[src/rtl/fwgpio_irq_pkg.sv]
// Shared definitions for the fwgpio edge-detect interrupt block:
// register word offsets and bus handshake state encoding.
package fwgpio_irq_pkg;

    localparam logic [3:0] REG_SYNC    = 4'd0;
    localparam logic [3:0] REG_RISE_EN = 4'd1;
    localparam logic [3:0] REG_FALL_EN = 4'd2;
    localparam logic [3:0] REG_PEND    = 4'd3;
    localparam logic [3:0] REG_MASK    = 4'd4;
    localparam logic [3:0] REG_RAW     = 4'd5;

    typedef enum logic [0:0] {
        BUS_IDLE = 1'b0,
        BUS_ACK  = 1'b1
    } bus_state_e;

endpackage

[src/rtl/fwgpio_edge_det.sv]
// Per-pin synchroniser, previous-value flop and qualified rise/fall detect.
// Edges stay suppressed until the pipeline has refilled after reset.
module fwgpio_edge_det #(
    parameter int SYNC_STAGES = 2
) (
    input  logic clock,
    input  logic reset,
    input  logic pin_i,
    output logic sync_o,
    output logic rise_o,
    output logic fall_o
);

    logic [SYNC_STAGES-1:0] sync_q;
    logic                   prev_q;
    logic [SYNC_STAGES:0]   arm_q;

    // Synchroniser chain, previous-value flop and post-reset arming shifter
    always_ff @(posedge clock) begin
        if (reset) begin
            sync_q <= '0;
            prev_q <= 1'b0;
            arm_q  <= '0;
        end else begin
            sync_q <= {sync_q[SYNC_STAGES-2:0], pin_i};
            prev_q <= sync_q[SYNC_STAGES-1];
            arm_q  <= {arm_q[SYNC_STAGES-1:0], 1'b1};
        end
    end

    // arm_q top bit rises once both the sync value and prev_q hold real pad samples
    assign sync_o = sync_q[SYNC_STAGES-1];
    assign rise_o = arm_q[SYNC_STAGES] &  sync_o & ~prev_q;
    assign fall_o = arm_q[SYNC_STAGES] & ~sync_o &  prev_q;

endmodule

[src/rtl/fwgpio_irq.sv]
// Edge-detect interrupt stage beside fwgpio: sticky pending bits per pin,
// per-pin masking and a registered level interrupt, on its own rt_ bus window.
module fwgpio_irq
    import fwgpio_irq_pkg::*;
#(
    parameter int N_PINS      = 32,
    parameter int SYNC_STAGES = 2
) (
    input  logic              clock,
    input  logic              reset,
    input  logic [3:0]        rt_adr,
    input  logic [31:0]       rt_dat_w,
    output logic [31:0]       rt_dat_r,
    input  logic              rt_valid,
    input  logic              rt_we,
    output logic              rt_ready,
    input  logic [N_PINS-1:0] pin_i,
    output logic              irq
);

    logic [N_PINS-1:0] sync_s;
    logic [N_PINS-1:0] rise_s;
    logic [N_PINS-1:0] fall_s;
    logic [N_PINS-1:0] set_s;
    logic [N_PINS-1:0] clr_s;
    logic [N_PINS-1:0] wdat_s;
    logic [31:0]       rd_s;
    logic              wr_s;

    logic [N_PINS-1:0] rise_en_q, rise_en_d;
    logic [N_PINS-1:0] fall_en_q, fall_en_d;
    logic [N_PINS-1:0] pend_q, pend_d;
    logic [N_PINS-1:0] mask_q, mask_d;
    logic              irq_q, irq_d;
    logic              ready_q, ready_d;
    logic [31:0]       dat_r_q, dat_r_d;
    bus_state_e        state_q, state_d;

    function automatic logic [31:0] zext(input logic [N_PINS-1:0] v);
        logic [31:0] r;
        r            = 32'd0;
        r[N_PINS-1:0] = v;
        return r;
    endfunction

    for (genvar n = 0; n < N_PINS; n++) begin : g_pin
        fwgpio_edge_det #(
            .SYNC_STAGES(SYNC_STAGES)
        ) u_edge (
            .clock (clock),
            .reset (reset),
            .pin_i (pin_i[n]),
            .sync_o(sync_s[n]),
            .rise_o(rise_s[n]),
            .fall_o(fall_s[n])
        );
    end

    // Register read mux; holes in the map read as zero
    always_comb begin
        case (rt_adr)
            REG_SYNC:    rd_s = zext(sync_s);
            REG_RISE_EN: rd_s = zext(rise_en_q);
            REG_FALL_EN: rd_s = zext(fall_en_q);
            REG_PEND:    rd_s = zext(pend_q);
            REG_MASK:    rd_s = zext(mask_q);
            REG_RAW:     rd_s = zext(pend_q & mask_q);
            default:     rd_s = 32'd0;
        endcase
    end

    // Bus handshake: accept in IDLE, acknowledge for one cycle in ACK
    always_comb begin
        state_d = state_q;
        ready_d = 1'b0;
        dat_r_d = dat_r_q;
        wr_s    = 1'b0;
        case (state_q)
            BUS_IDLE: begin
                if (rt_valid) begin
                    state_d = BUS_ACK;
                    ready_d = 1'b1;
                    wr_s    = rt_we;
                    dat_r_d = rt_we ? 32'd0 : rd_s;
                end else begin
                    state_d = BUS_IDLE;
                end
            end
            BUS_ACK:  state_d = BUS_IDLE;
            default:  state_d = BUS_IDLE;
        endcase
    end

    assign wdat_s    = rt_dat_w[N_PINS-1:0];
    assign rise_en_d = (wr_s && (rt_adr == REG_RISE_EN)) ? wdat_s : rise_en_q;
    assign fall_en_d = (wr_s && (rt_adr == REG_FALL_EN)) ? wdat_s : fall_en_q;
    assign mask_d    = (wr_s && (rt_adr == REG_MASK))    ? wdat_s : mask_q;
    assign clr_s     = (wr_s && (rt_adr == REG_PEND))    ? wdat_s : '0;

    // A new edge in the same cycle as its W1C keeps the bit set
    assign set_s  = (rise_s & rise_en_q) | (fall_s & fall_en_q);
    assign pend_d = set_s | (pend_q & ~clr_s);
    assign irq_d  = |(pend_q & mask_q);

    // State, configuration and output registers
    always_ff @(posedge clock) begin
        if (reset) begin
            state_q   <= BUS_IDLE;
            ready_q   <= 1'b0;
            dat_r_q   <= 32'd0;
            rise_en_q <= '0;
            fall_en_q <= '0;
            pend_q    <= '0;
            mask_q    <= '0;
            irq_q     <= 1'b0;
        end else begin
            state_q   <= state_d;
            ready_q   <= ready_d;
            dat_r_q   <= dat_r_d;
            rise_en_q <= rise_en_d;
            fall_en_q <= fall_en_d;
            pend_q    <= pend_d;
            mask_q    <= mask_d;
            irq_q     <= irq_d;
        end
    end

    assign rt_ready = ready_q;
    assign rt_dat_r = dat_r_q;
    assign irq      = irq_q;

endmodule

[config.mk]
export PLATFORM = sky130hd
export DESIGN_NAME = fwgpio_irq
export DESIGN_NICKNAME = d
export VERILOG_FILES = /design/src/rtl/fwgpio_irq_pkg.sv /design/src/rtl/fwgpio_edge_det.sv /design/src/rtl/fwgpio_irq.sv
export SDC_FILE = /design/constraint.sdc
export NUM_CORES = 1
export LEC_CHECK = 0
export CAP_MARGIN = 10
export CORE_ASPECT_RATIO = 0.5
export CORE_UTILIZATION = 40
export CTS_CLUSTER_SIZE = 24
export DETAILED_ROUTE_END_ITERATION = 16
export GPL_TIMING_DRIVEN = 0
export HOLD_SLACK_MARGIN = 0.06
export SLEW_MARGIN = 20
export SYNTH_ARGS = -nofsm -noshare
export SYNTH_HDL_FRONTEND = slang
export SYNTH_SLANG_ARGS = --single-unit
[constraint.sdc]
create_clock -name clock -period 2.2 [get_ports clock]
set_clock_uncertainty 0.2 [all_clocks]
set_input_delay 0.44 -clock clock [delete_from_list [all_inputs] [get_ports clock]]
set_output_delay 0.44 -clock clock [all_outputs]
set_load 0.05 [all_outputs]
==> results.toml <==
[floorplan]
num_io_pins = 106
start_util_pct = 40.9
fp.dieH_um = 116
core_um2 = 25300
dieArea_um2 = 26500
rows = 41
die_width_um = 229

[yosys]
yosysWarnings = 0
yosys-top-cells-area = "dfxtp_1 51%, nand2_1 10%, mux2i_1 6.0%, nor2b_1 5.9%, a21oi_1 4.8%"
synth_top_family_by_area = "simple AND/OR/NAND/NOR gates"
synthSimpleGateAreaFrac_pct = 24.6
synth-compound-area-share_pct = 15.1
synth_top_area_share_pct = 50.5
syn_area_per_cell_um2 = 8.52
synth_xor_xnor_area_share_pct = 0
syn_area_um2 = 10300
synth_fa_ha_area_share_pct = 0
synthMuxAreaShare_pct = 6.00
yosysSeqAreaShare_pct = 50.5
postSynthNetCount = 1286
synth_seq_cells = 261
synthCells = 1214
synth.distinct_cells = 36
synth_top_area_cell = "dfxtp_1"

[global_route]
grt_pass1_vias = 8860
globalRoute.totalOverflow = 0
grt_max_degree = 16
gr-usage-all-layers_pct = 25.3
antenna_found_initial = 0
grt_pass1_wl_mm = 51.0

[power_and_ir_drop]
netSwitchingFraction_pct = 22.1
powerDensity_nw_per_um2 = 809
switchingPower_uw = 2290
power.internal_uw = 8070
p_seq_share_pct = 46.9
p_clk_share_pct = 47.1
p_leak_uw = 0.00459
total_power_uw = 10400
p_comb_share_pct = 5.9
vdd_drop_max_uv = 480

[cts]
clk_pin_slew_ps = 70
cts.sinks = 261
numCtsBuffers = 24
hold_buffers = 0
clock_latency_ps = 540
cts_tree = "done"
cts.path.max_buffers = 3
cts_max_level = 1
clock-root-buffer = "clkbuf_16"

[routing]
routed_wl_mm = 33.8
drt_pass1_iterations = 6
dr_total_vias = 9490
drc = 0
drtIter0Drc = 996
routedWlPerCell_um = 19.8
vias_per_cell = 5.57
ant_nets = 0

[sta]
max_freq_mhz = 456
maxSlewViolCount = 0
grt_setup_unrepaired = "no"
fin_ws_ps = 6.91
worst_pin_slew_ps = 982
hold_viol = 0
slew_headroom_pct = 33.9
whs_ps = 229
finalSetupViolations = 0
period_minus_slack_ps = 2190
timing.final.crit_share_pct = 99.7

[setup_path]
cp_data_required_time_ps = 2360
critical_path_class = "flop to flop"
endpoint_kind = "flop"
arrival_ps = 2350
cp_max_fo = 4
startpoint_type = "flop"

[placement]
hpwl_mm = 23.1
io_buffers = 103
dp_slack_ps = -1020
globalplace.congestion = 0.896
dpl_cell_area_um2 = 11800

[cells_and_area]
fin_area_um2 = 12800
finish.net_count = 1415
fin_util_pct = 50.6
layout-drive-gt1-share_pct = 8.38
area_growth_syn_to_layout_pct = 23.8
fillers = 2379
multi_input_area_um2 = 4760
regArea_um2 = 5230
n_antenna_cell = 0

[flow_run]
maxCapViolations = 0

[run_status]
status = "complete, no violations"

[hold_path]
hold_path.class = "flop to flop"
[per-layer routing]
layer	global-route usage (%)	vias to the layer above	share of wire (%)
met5	0	-	0
met4	9.20	0	2.8
met3	5.24	75	8.9
met2	40.1	400	44
met1	34.5	4609	45
li1	-	4406	-
[Yosys cell counts, drive strengths merged]
library cell,instances
nand4bb,1
nand4,4
o21ai,64
nor2b,98
nand3,36
and2,5
nand3b,32
nor4bb,1
mux2i,62
and4b,1
a221oi,2
clkbuf,50
nor4b,2
a32o,8
nand2b,1
o22ai,30
a31oi,2
or3b,1
a2111oi,1
dfxtp,261
nor2,68
and3b,1
inv,1
or3,1
and4bb,1
nor4,2
nand4b,1
nand2,283
a211oi,22
buf,37
a22oi,36
a21oi,99
[registers in the layout (all words and copies together) (netlist names)]
name	flops
fall_en_q	32
g_pin.u_edge.arm_q	3
g_pin.u_edge.prev_q	32
g_pin.u_edge.sync_q	64
irq	1
mask_q	32
pend_q	32
rise_en_q	32
rt_dat_r	32
rt_ready	1
[layout by cell type, fill, tap and decap left out, drive strengths merged, types with 2 or more instances in the layout]
master	netlist	final
dfxtp	261	261
clkdlybuf4s50	0	68
nor4b	2	2
nand4	4	4
nand3b	32	32
a221oi	2	2
bufinv	0	6
o21ai	64	64
dlygate4sd2	0	35
a31oi	2	2
and2	5	5
nor2	68	68
nand2	283	283
clkbuf	50	91
a21oi	99	99
mux2i	62	62
a32o	8	8
nor4	2	2
a22oi	36	36
nand3	36	36
o22ai	30	30
a211oi	22	22
clkinv	0	3
nor2b	98	98
buf	37	30
[final cells by class]
class                      count  area share (%)
sequential                   261            40.8
multi-input combinational    865            37.2
timing repair buffer         105            7.83
clock buffer                  34            5.70
buffer                        85            3.49
tap                          344            3.36
clock inverter                10            1.58
inverter                       1          0.0293
[critical path: stages, from the launching register on]
cell and delay (ps):
dfxtp_1 340, a22oi_1 250, nand3_1 150, nor4_1 870, a21oi_1 200
[worst paths after layout]
| check | endpoint | from | slack (ps) | cells past startpoint |
|---|---|---|---|---|
| worst max register to register | irq | pend_q[9] | 7 | 4 |
| worst min-delay path | g_pin[16].u_edge.sync_q[1] | g_pin[16].u_edge.sync_q[0] | 230 | 1 |
| worst max-delay path | irq | pend_q[9] | 7 | 4 |
| worst min register to register | g_pin[16].u_edge.sync_q[1] | g_pin[16].u_edge.sync_q[0] | 230 | 1 |
[what timing repair did]
item	in CTS	in global routing
endpoints found under the setup margin	192	126
pin swaps	0	0
resized for setup	56	44
buffers inserted	2	0
[cells by family after synthesis]
logic type,count (synthesis)
mux,62
flops,261
simple gates,539
buf+inv,88
compound gates,264
[power groups by stage]
stage	Sequential, uW	Combinational [uW]	Clock [uW]
6_report	4860	615	4880
5_1_grt	4860	646	5130
4_1_cts	4860	600	4920
3_5_place_dp	4960	592	0
3_3_place_gp	4960	584	0
2_1_floorplan	4950	271	0
[through the flow]
step	setup TNS, ps	instances
after detailed placement	-149730	1661
after global placement	-146040	1661
after floorplan	0	1214
final	0	1705
after global routing	0	1705
after CTS	0	1706
Power figures use the tool's default switching activity.
